$ cat config.mk
export PLATFORM = sky130hd
export DESIGN_NAME = serial_link_controller
export DESIGN_NICKNAME = d
export VERILOG_FILES = /design/src/rtl/serial_link_controller.sv
export SDC_FILE = /design/constraint.sdc
export NUM_CORES = 1
export LEC_CHECK = 0
export CAP_MARGIN = 0
export CORE_UTILIZATION = 53
export DETAILED_ROUTE_END_ITERATION = 16
export PLACE_DENSITY = 0.86
export SLEW_MARGIN = 20
export SYNTH_ARGS = -nofsm -noshare
export SYNTH_HDL_FRONTEND = slang
export SYNTH_SLANG_ARGS = --single-unit
$ cat constraint.sdc
create_clock -name clk -period 2.67 [get_ports clk]
set_input_delay 0.4005 -clock clk [delete_from_list [all_inputs] [get_ports clk]]
set_output_delay 0.4005 -clock clk [all_outputs]
set_load 0.01 [all_outputs]
$ cat src/rtl/serial_link_controller.sv
// Sequencing controller for the serial bit-count link: arms the detector, gates the
// collector and transmitter, and checks transmitter completion against the collected length.
module serial_link_controller #(
    parameter int NT_WIDTH        = 8,
    parameter int SLACK           = 4,
    parameter int FRAME_CNT_WIDTH = 8
) (
    input  logic                       clk,
    input  logic                       rst,
    input  logic                       detected,
    input  logic                       collect_valid,
    input  logic [NT_WIDTH-1:0]        nt,
    input  logic                       tx_done,
    input  logic                       abort,
    output logic                       det_clear,
    output logic                       collect_en,
    output logic                       tx_en,
    output logic                       busy,
    output logic                       err,
    output logic [1:0]                 state,
    output logic [FRAME_CNT_WIDTH-1:0] frame_cnt
);

    typedef enum logic [1:0] {
        HUNT     = 2'b00,
        COLLECT  = 2'b01,
        TRANSMIT = 2'b10,
        ERROR    = 2'b11
    } state_t;

    localparam logic [NT_WIDTH:0] SLACK_W = (NT_WIDTH+1)'(SLACK);

    state_t                     state_q, state_d;
    logic                       det_clear_q, det_clear_d;
    logic                       collect_en_q, collect_en_d;
    logic                       tx_en_q, tx_en_d;
    logic                       busy_q, busy_d;
    logic                       err_q, err_d;
    logic [NT_WIDTH-1:0]        nt_q, nt_d;
    logic [NT_WIDTH:0]          tx_cnt_q, tx_cnt_d;
    logic [FRAME_CNT_WIDTH-1:0] frame_cnt_q, frame_cnt_d;
    logic [NT_WIDTH:0]          tx_limit;

    // Last TRANSMIT cycle index at which tx_done is still accepted.
    assign tx_limit = {1'b0, nt_q} + SLACK_W;

    always_comb begin
        state_d     = state_q;
        det_clear_d = 1'b0;
        err_d       = err_q;
        nt_d        = nt_q;
        tx_cnt_d    = tx_cnt_q;
        frame_cnt_d = frame_cnt_q;

        if (abort) begin
            state_d     = HUNT;
            det_clear_d = 1'b1;
            err_d       = 1'b0;
        end else begin
            unique case (state_q)
                HUNT: begin
                    if (detected) begin
                        state_d     = COLLECT;
                        det_clear_d = 1'b1;
                    end
                end
                COLLECT: begin
                    if (collect_valid) begin
                        nt_d     = nt;
                        tx_cnt_d = '0;
                        if (nt == '0) begin
                            state_d     = HUNT;
                            det_clear_d = 1'b1;
                        end else begin
                            state_d = TRANSMIT;
                        end
                    end
                end
                TRANSMIT: begin
                    tx_cnt_d = tx_cnt_q + 1'b1;
                    if (tx_done) begin
                        if (tx_cnt_q < {1'b0, nt_q}) begin
                            state_d     = ERROR;
                            err_d       = 1'b1;
                            det_clear_d = 1'b1;
                        end else begin
                            // Counter never passes tx_limit, so any later done is in-window.
                            state_d     = HUNT;
                            frame_cnt_d = frame_cnt_q + FRAME_CNT_WIDTH'(1);
                            det_clear_d = 1'b1;
                        end
                    end else if (tx_cnt_q == tx_limit) begin
                        state_d     = ERROR;
                        err_d       = 1'b1;
                        det_clear_d = 1'b1;
                    end
                end
                ERROR: begin
                    det_clear_d = 1'b1;
                end
                default: state_d = HUNT;
            endcase
        end

        collect_en_d = (state_d == COLLECT);
        tx_en_d      = (state_d == TRANSMIT);
        busy_d       = (state_d != HUNT);
    end

    always_ff @(posedge clk or negedge rst) begin
        if (!rst) begin
            state_q      <= HUNT;
            det_clear_q  <= 1'b0;
            collect_en_q <= 1'b0;
            tx_en_q      <= 1'b0;
            busy_q       <= 1'b0;
            err_q        <= 1'b0;
            nt_q         <= '0;
            tx_cnt_q     <= '0;
            frame_cnt_q  <= '0;
        end else begin
            state_q      <= state_d;
            det_clear_q  <= det_clear_d;
            collect_en_q <= collect_en_d;
            tx_en_q      <= tx_en_d;
            busy_q       <= busy_d;
            err_q        <= err_d;
            nt_q         <= nt_d;
            tx_cnt_q     <= tx_cnt_d;
            frame_cnt_q  <= frame_cnt_d;
        end
    end

    assign det_clear  = det_clear_q;
    assign collect_en = collect_en_q;
    assign tx_en      = tx_en_q;
    assign busy       = busy_q;
    assign err        = err_q;
    assign state      = state_q;
    assign frame_cnt  = frame_cnt_q;

endmodule

Yosys cells after proc, flatten, opt, wreduce, memory -nomap -nowiden
Cells that the tools add are included.

operators by class
  bitwise gates (word level) = 2
  $lt $le $gt $ge = 1
  reduce and logical (&&, ||, !) cells = 10
  $add $sub $neg = 3
  muxes and demuxes = 22
  equal/unequal tests = 8

operators by type and width
  operator                                                         count
  9-bit one-hot mux with 2 select lines                            1
  2-bit 2-to-1 mux                                                 7
  1-bit 2-to-1 mux                                                 11
  8-bit by 3-bit adder with 9-bit output, second input constant    1
  9-bit by 1-bit adder with 9-bit output, second input constant    1
  9-bit == test                                                    1
  9-bit by 8-bit less-than comparator with 1-bit output            1
  9-bit 2-to-1 mux                                                 1
  3-bit AND reduction                                              3
  8-bit by 1-bit adder with 8-bit output, second input constant    1
  8-bit logical NOT                                                1
  2-bit == test, second input constant                             3
  2-bit one-hot mux with 3 select lines                            1
  2-bit nonzero test                                               3
  2-bit by 1-bit == test with 1-bit output, second input constant  2
  1-bit one-hot mux with 4 select lines                            1
  4-bit AND reduction                                              1
  3-bit by 1-bit != test with 1-bit output, second input constant  1
  3-bit nonzero test                                               1
  2-bit logical NOT                                                1
  2-bit != test, second input constant                             1
  1-bit NOT                                                        2

storage, ports and cells
  register bits = 32
  logic and storage cells = 55
  output and inout port bits = 15

Depth between registers and ports, before layout
  depth after elaboration = 7
  gate-level depth with buffers = 8

Least setup slack after synthesis
Ideal clock, no wire load.

  path type = register to register
  start point = register nt_q[4]
  end point = register frame_cnt_q[7], in the netlist frame_cnt[7]
  library setup time = 124 ps
  stages on the path, launching flop included = 9
  data required time = 2546 ps
  data arrival time = 1802 ps
  slack = 744 ps
  path through = dfrtp_1 -> inv_2 -> ha_1 -> o211ai_1 -> a21oi_1 -> o221ai_2 -> a2111oi_4 -> nand4_1 -> xnor2_1

on the way
  word-level cells in the longest chain between the ends = 3

RTL lines
  what                                                   RTL line  text
  start, declared                                        39        logic [NT_WIDTH-1:0] nt_q, nt_d;
  start signal, assigned                                 128       nt_q <= nt_d;
  9-bit by 8-bit less-than comparator with 1-bit output  82        if (tx_cnt_q < {1'b0, nt_q}) begin
  1-bit NOT (no source line)                             -
  4-bit AND reduction (no source line)                   -
  end signal, assigned                                   130       frame_cnt_q <= frame_cnt_d;
  end, declared                                          41        logic [FRAME_CNT_WIDTH-1:0] frame_cnt_q, frame_cnt_d;

Every way passes these cells.
A chain may end at the register's enable or synchronous reset.

Final worst setup path
Same ends and word-level chain as after synthesis.

==> metrics.md <==
| Metric | Value |
|---|---|
| Clock root buffer | clkbuf_4 |
| Comb pwr share | 24.3% |
| Crit path cell chain | inv_2 > ha_1 > o211ai_1 > a21oi_1 > o221ai_2 > a2111oi_4 > nand4_1 > xnor2_1 |
| Clock Path Buffers | 2 |
| CP Launch Type | register |
| Hold Violations, Final | 0 |
| Count of cell types in the netlist | 45 |
| Area of the die | 0.00368 mm² |
| Sequential cell area | 801 µm² |
| Avg Vias per Cell | 5.51 |
| Req. time, crit path | 2910 ps |
| Synth Cell Area | 0.00183 mm² |
| Antenna Cells | 0 |
| Crit Path Class | register to register |
| Sequential Power Share | 46.4% |
| CP max-delay cell | dfrtp_1 |
| Worst-path fanout max | 6 |
| Flop-to-flop setup slack | 450 ps |
| Overall Global Routing Usage | 23.8% |
| Yosys warnings | 0 |
| RD Place Congestion | 0.880 |
| R2r startpoint | nt_q[4] |
| Clk_lat worst skew | 350 ps |
| Setup crit end kind | register |
| Num CTS Buffers | 5 |
| Sw Pwr | 0.391 mW |
| FF-to-FF path depth | 8 |
| Crit path time final | 2220 ps |
| Setup violators final | 0 |
| Via count | 1466 |
| Slew Limit Headroom | 66.2% |
| # rows | 20 |
| Leak Pwr | 0.963 nW |
| Setup_tns | 0 ps |
| Pin count of the biggest net entering global routing | 33 |
| Max-cap violations | 0 |
| #FFs+latches synth | 32 |
| Number of port buffers | 28 |
| P&R area growth vs syn | 22.3% |
| Avg Inst Size Synth | 9.71 µm² |
| Fmax | 451 MHz |
| Multi-input logic area | 946 µm² |
| Hold_buf cts | 0 |
| Core ar. | 0.00315 mm² |
| Detailed Route Iter0 Violations | 86 |
| Final wirelength | 3750 µm |
| Pint | 0.878 mW |
| Slowest stage delay, CP | 480 ps |
| # fillers | 255 |
| Unrepaired setup endpoints after global routing | no |
| First-pass GRT wire length | 6260 µm |
| DP HPWL | 2740 µm |
| DRC violations left | 0 |
| Drt pass-1 iters | 4 |
| Die width | 60.7 µm |
| Crit-path leading delay family | compound AO/OA/AOI/OAI gates |
| Crit share post-route | 83.0% |
| Per-cell routed wire length | 14.1 µm |
| Routed Antenna Nets | 0 |
| Crit path DAT | 2460 ps |
| TritonCTS clock tree | done |
| Synth Flop Type | dfrtp_1 |
| Grt ovf | 0 |
| Layout cells sized above 1 | 7.66% |
| Hold WS | 430 ps |
| Register area share after synthesis | 43.9% |
| Number of global-route vias before repair | 1388 |
| Starting Density | 57.9% |
| Most frequent cells in the layout | dfrtp_1 (32), clkdlybuf4s50_1 (28), nand2_1 (22) |
| Clock power frac | 29.3% |
| Cell area power density | 568 mW/mm² |
| Post-CTS setup buffer count | 0 |
| Sw Ratio | 30.8% |
| Buf/Inv on CP | 1 |
| Worst vdd ir | 0.348 mV |
| EDFF count, synth | 0 |
| Share of synthesized registers carrying an async set or reset | 100% |
| Max Slew Vio Count | 0 |
| Most common cell after layout, fill and taps aside | dfrtp_1 |
| Syn_nets | 213 |
| Clk slew on worst S/H paths | 110 ps |
| Nets | 246 |
| CTS HTree Levels | 2 |
| Status | complete, no violations |
| Mapped Cells | 188 |
| Slew @ Worst Pin | 502 ps |
| Die Y | 60.7 µm |
| R2R Path End | frame_cnt[7] |
| Clock Skew | 16.5 ps |
| I/O pin count | 29 |
| Post-cts resize count | 0 |
| Worst hold-check path type | primary input to asynchronous set/reset pin |
| Initial antenna violation count | 0 |
| Clock Sinks | 32 |
[power by group through the flow]
stage          Clock [mW]  Combinational, mW  Sequential [mW]
3_5_place_dp            0              0.304            0.598
6_report            0.371              0.308            0.589
5_1_grt             0.398              0.348            0.598
2_1_floorplan           0              0.209            0.585
3_3_place_gp            0              0.291            0.595
4_1_cts             0.377              0.308            0.588
[how the worst max path moves through the flow]
stage,start,end,slack (ps),depth (start not counted)
2_1_floorplan,nt_q[4],frame_cnt[7],740,8
3_3_place_gp,abort,tx_cnt_q[5],480,5
3_5_place_dp,abort,tx_cnt_q[7],420,5
4_1_cts,nt_q[4],frame_cnt[7],450,8
5_1_grt,nt_q[4],frame_cnt[7],290,8
6_report,nt_q[4],frame_cnt[7],450,8
[registers in the layout (all words and copies together) (netlist names)]
| name | cells |
|---|---|
| nt_q | 8 |
| busy | 1 |
| frame_cnt | 8 |
| tx_cnt_q | 9 |
| err | 1 |
| det_clear | 1 |
| tx_en | 1 |
| collect_en | 1 |
| state | 2 |
[final cells by class]
type / instances / share of cell area [%]
multi-input combinational: 138 / 42.4
sequential: 32 / 35.9
timing repair buffer: 31 / 13.6
tap: 44 / 2.47
inverter: 13 / 2.30
clock buffer: 6 / 1.85
clock inverter: 2 / 1.57
[worst register-to-register path, delay by kind of cell, from the launching register on]
family	cells	cell delay, ps
buffers and inverters	1	80
and+or+nand+nor	1	170
adders and majority gates	1	310
xor gates and xnor gates	1	150
AOI/OAI and AO/OA	4	930
DFF	1	480
[per-stage QoR]
stage | instance area (µm²) | std cells | power (mW) | setup WS, ps | util (%)
4_1_cts | 2230 | 266 | 1.27 | 447 | 70.8
3_5_place_dp | 2160 | 258 | 0.902 | 416 | 68.4
2_1_floorplan | 1830 | 188 | 0.794 | 744 | -
3_3_place_gp | 2160 | 258 | 0.886 | 476 | 68.4
5_1_grt | 2230 | 266 | 1.34 | 290 | 70.8
6_report | 2230 | 266 | 1.27 | 454 | 70.8
[Yosys cell counts (4+ instances only)]
cell | n | area share (%)
dfrtp_1 | 32 | 44
nand2_1 | 22 | 4.5
nor2_1 | 12 | 2.5
ha_1 | 11 | 7.5
inv_1 | 11 | 2.3
xnor2_1 | 10 | 4.8
a21oi_1 | 9 | 2.5
nand3_1 | 9 | 2.5
xor2_1 | 9 | 4.3
o21ai_1 | 8 | 2.2
nand4_1 | 4 | 1.4
o21ai_0 | 4 | 1.1
[routing by layer]
metal / share of wire (%) / GRT usage, % / wire length (µm) / vias to the layer above
li1: - / - / - / 731
met1: 45 / 30.7 / 1700 / 689
met2: 47 / 37.2 / 1770 / 35
met3: 4.5 / 5.76 / 169 / 11
met4: 2.9 / 12.3 / 110 / 0
met5: 0 / 0 / 0 / -
[cell families (layout without fill, tap and decap cells)]
group,after synthesis,count (layout),synth area share [%]
fa+ha+maj,11,11,7.54
mux,2,2,1.23
buf+inv,18,52,4.32
flops,32,32,43.9
simple gates,66,66,18.1
xor+xnor,19,19,9.12
compound gates,40,40,15.8
Note: power is estimated with default switching activity, not from simulation.
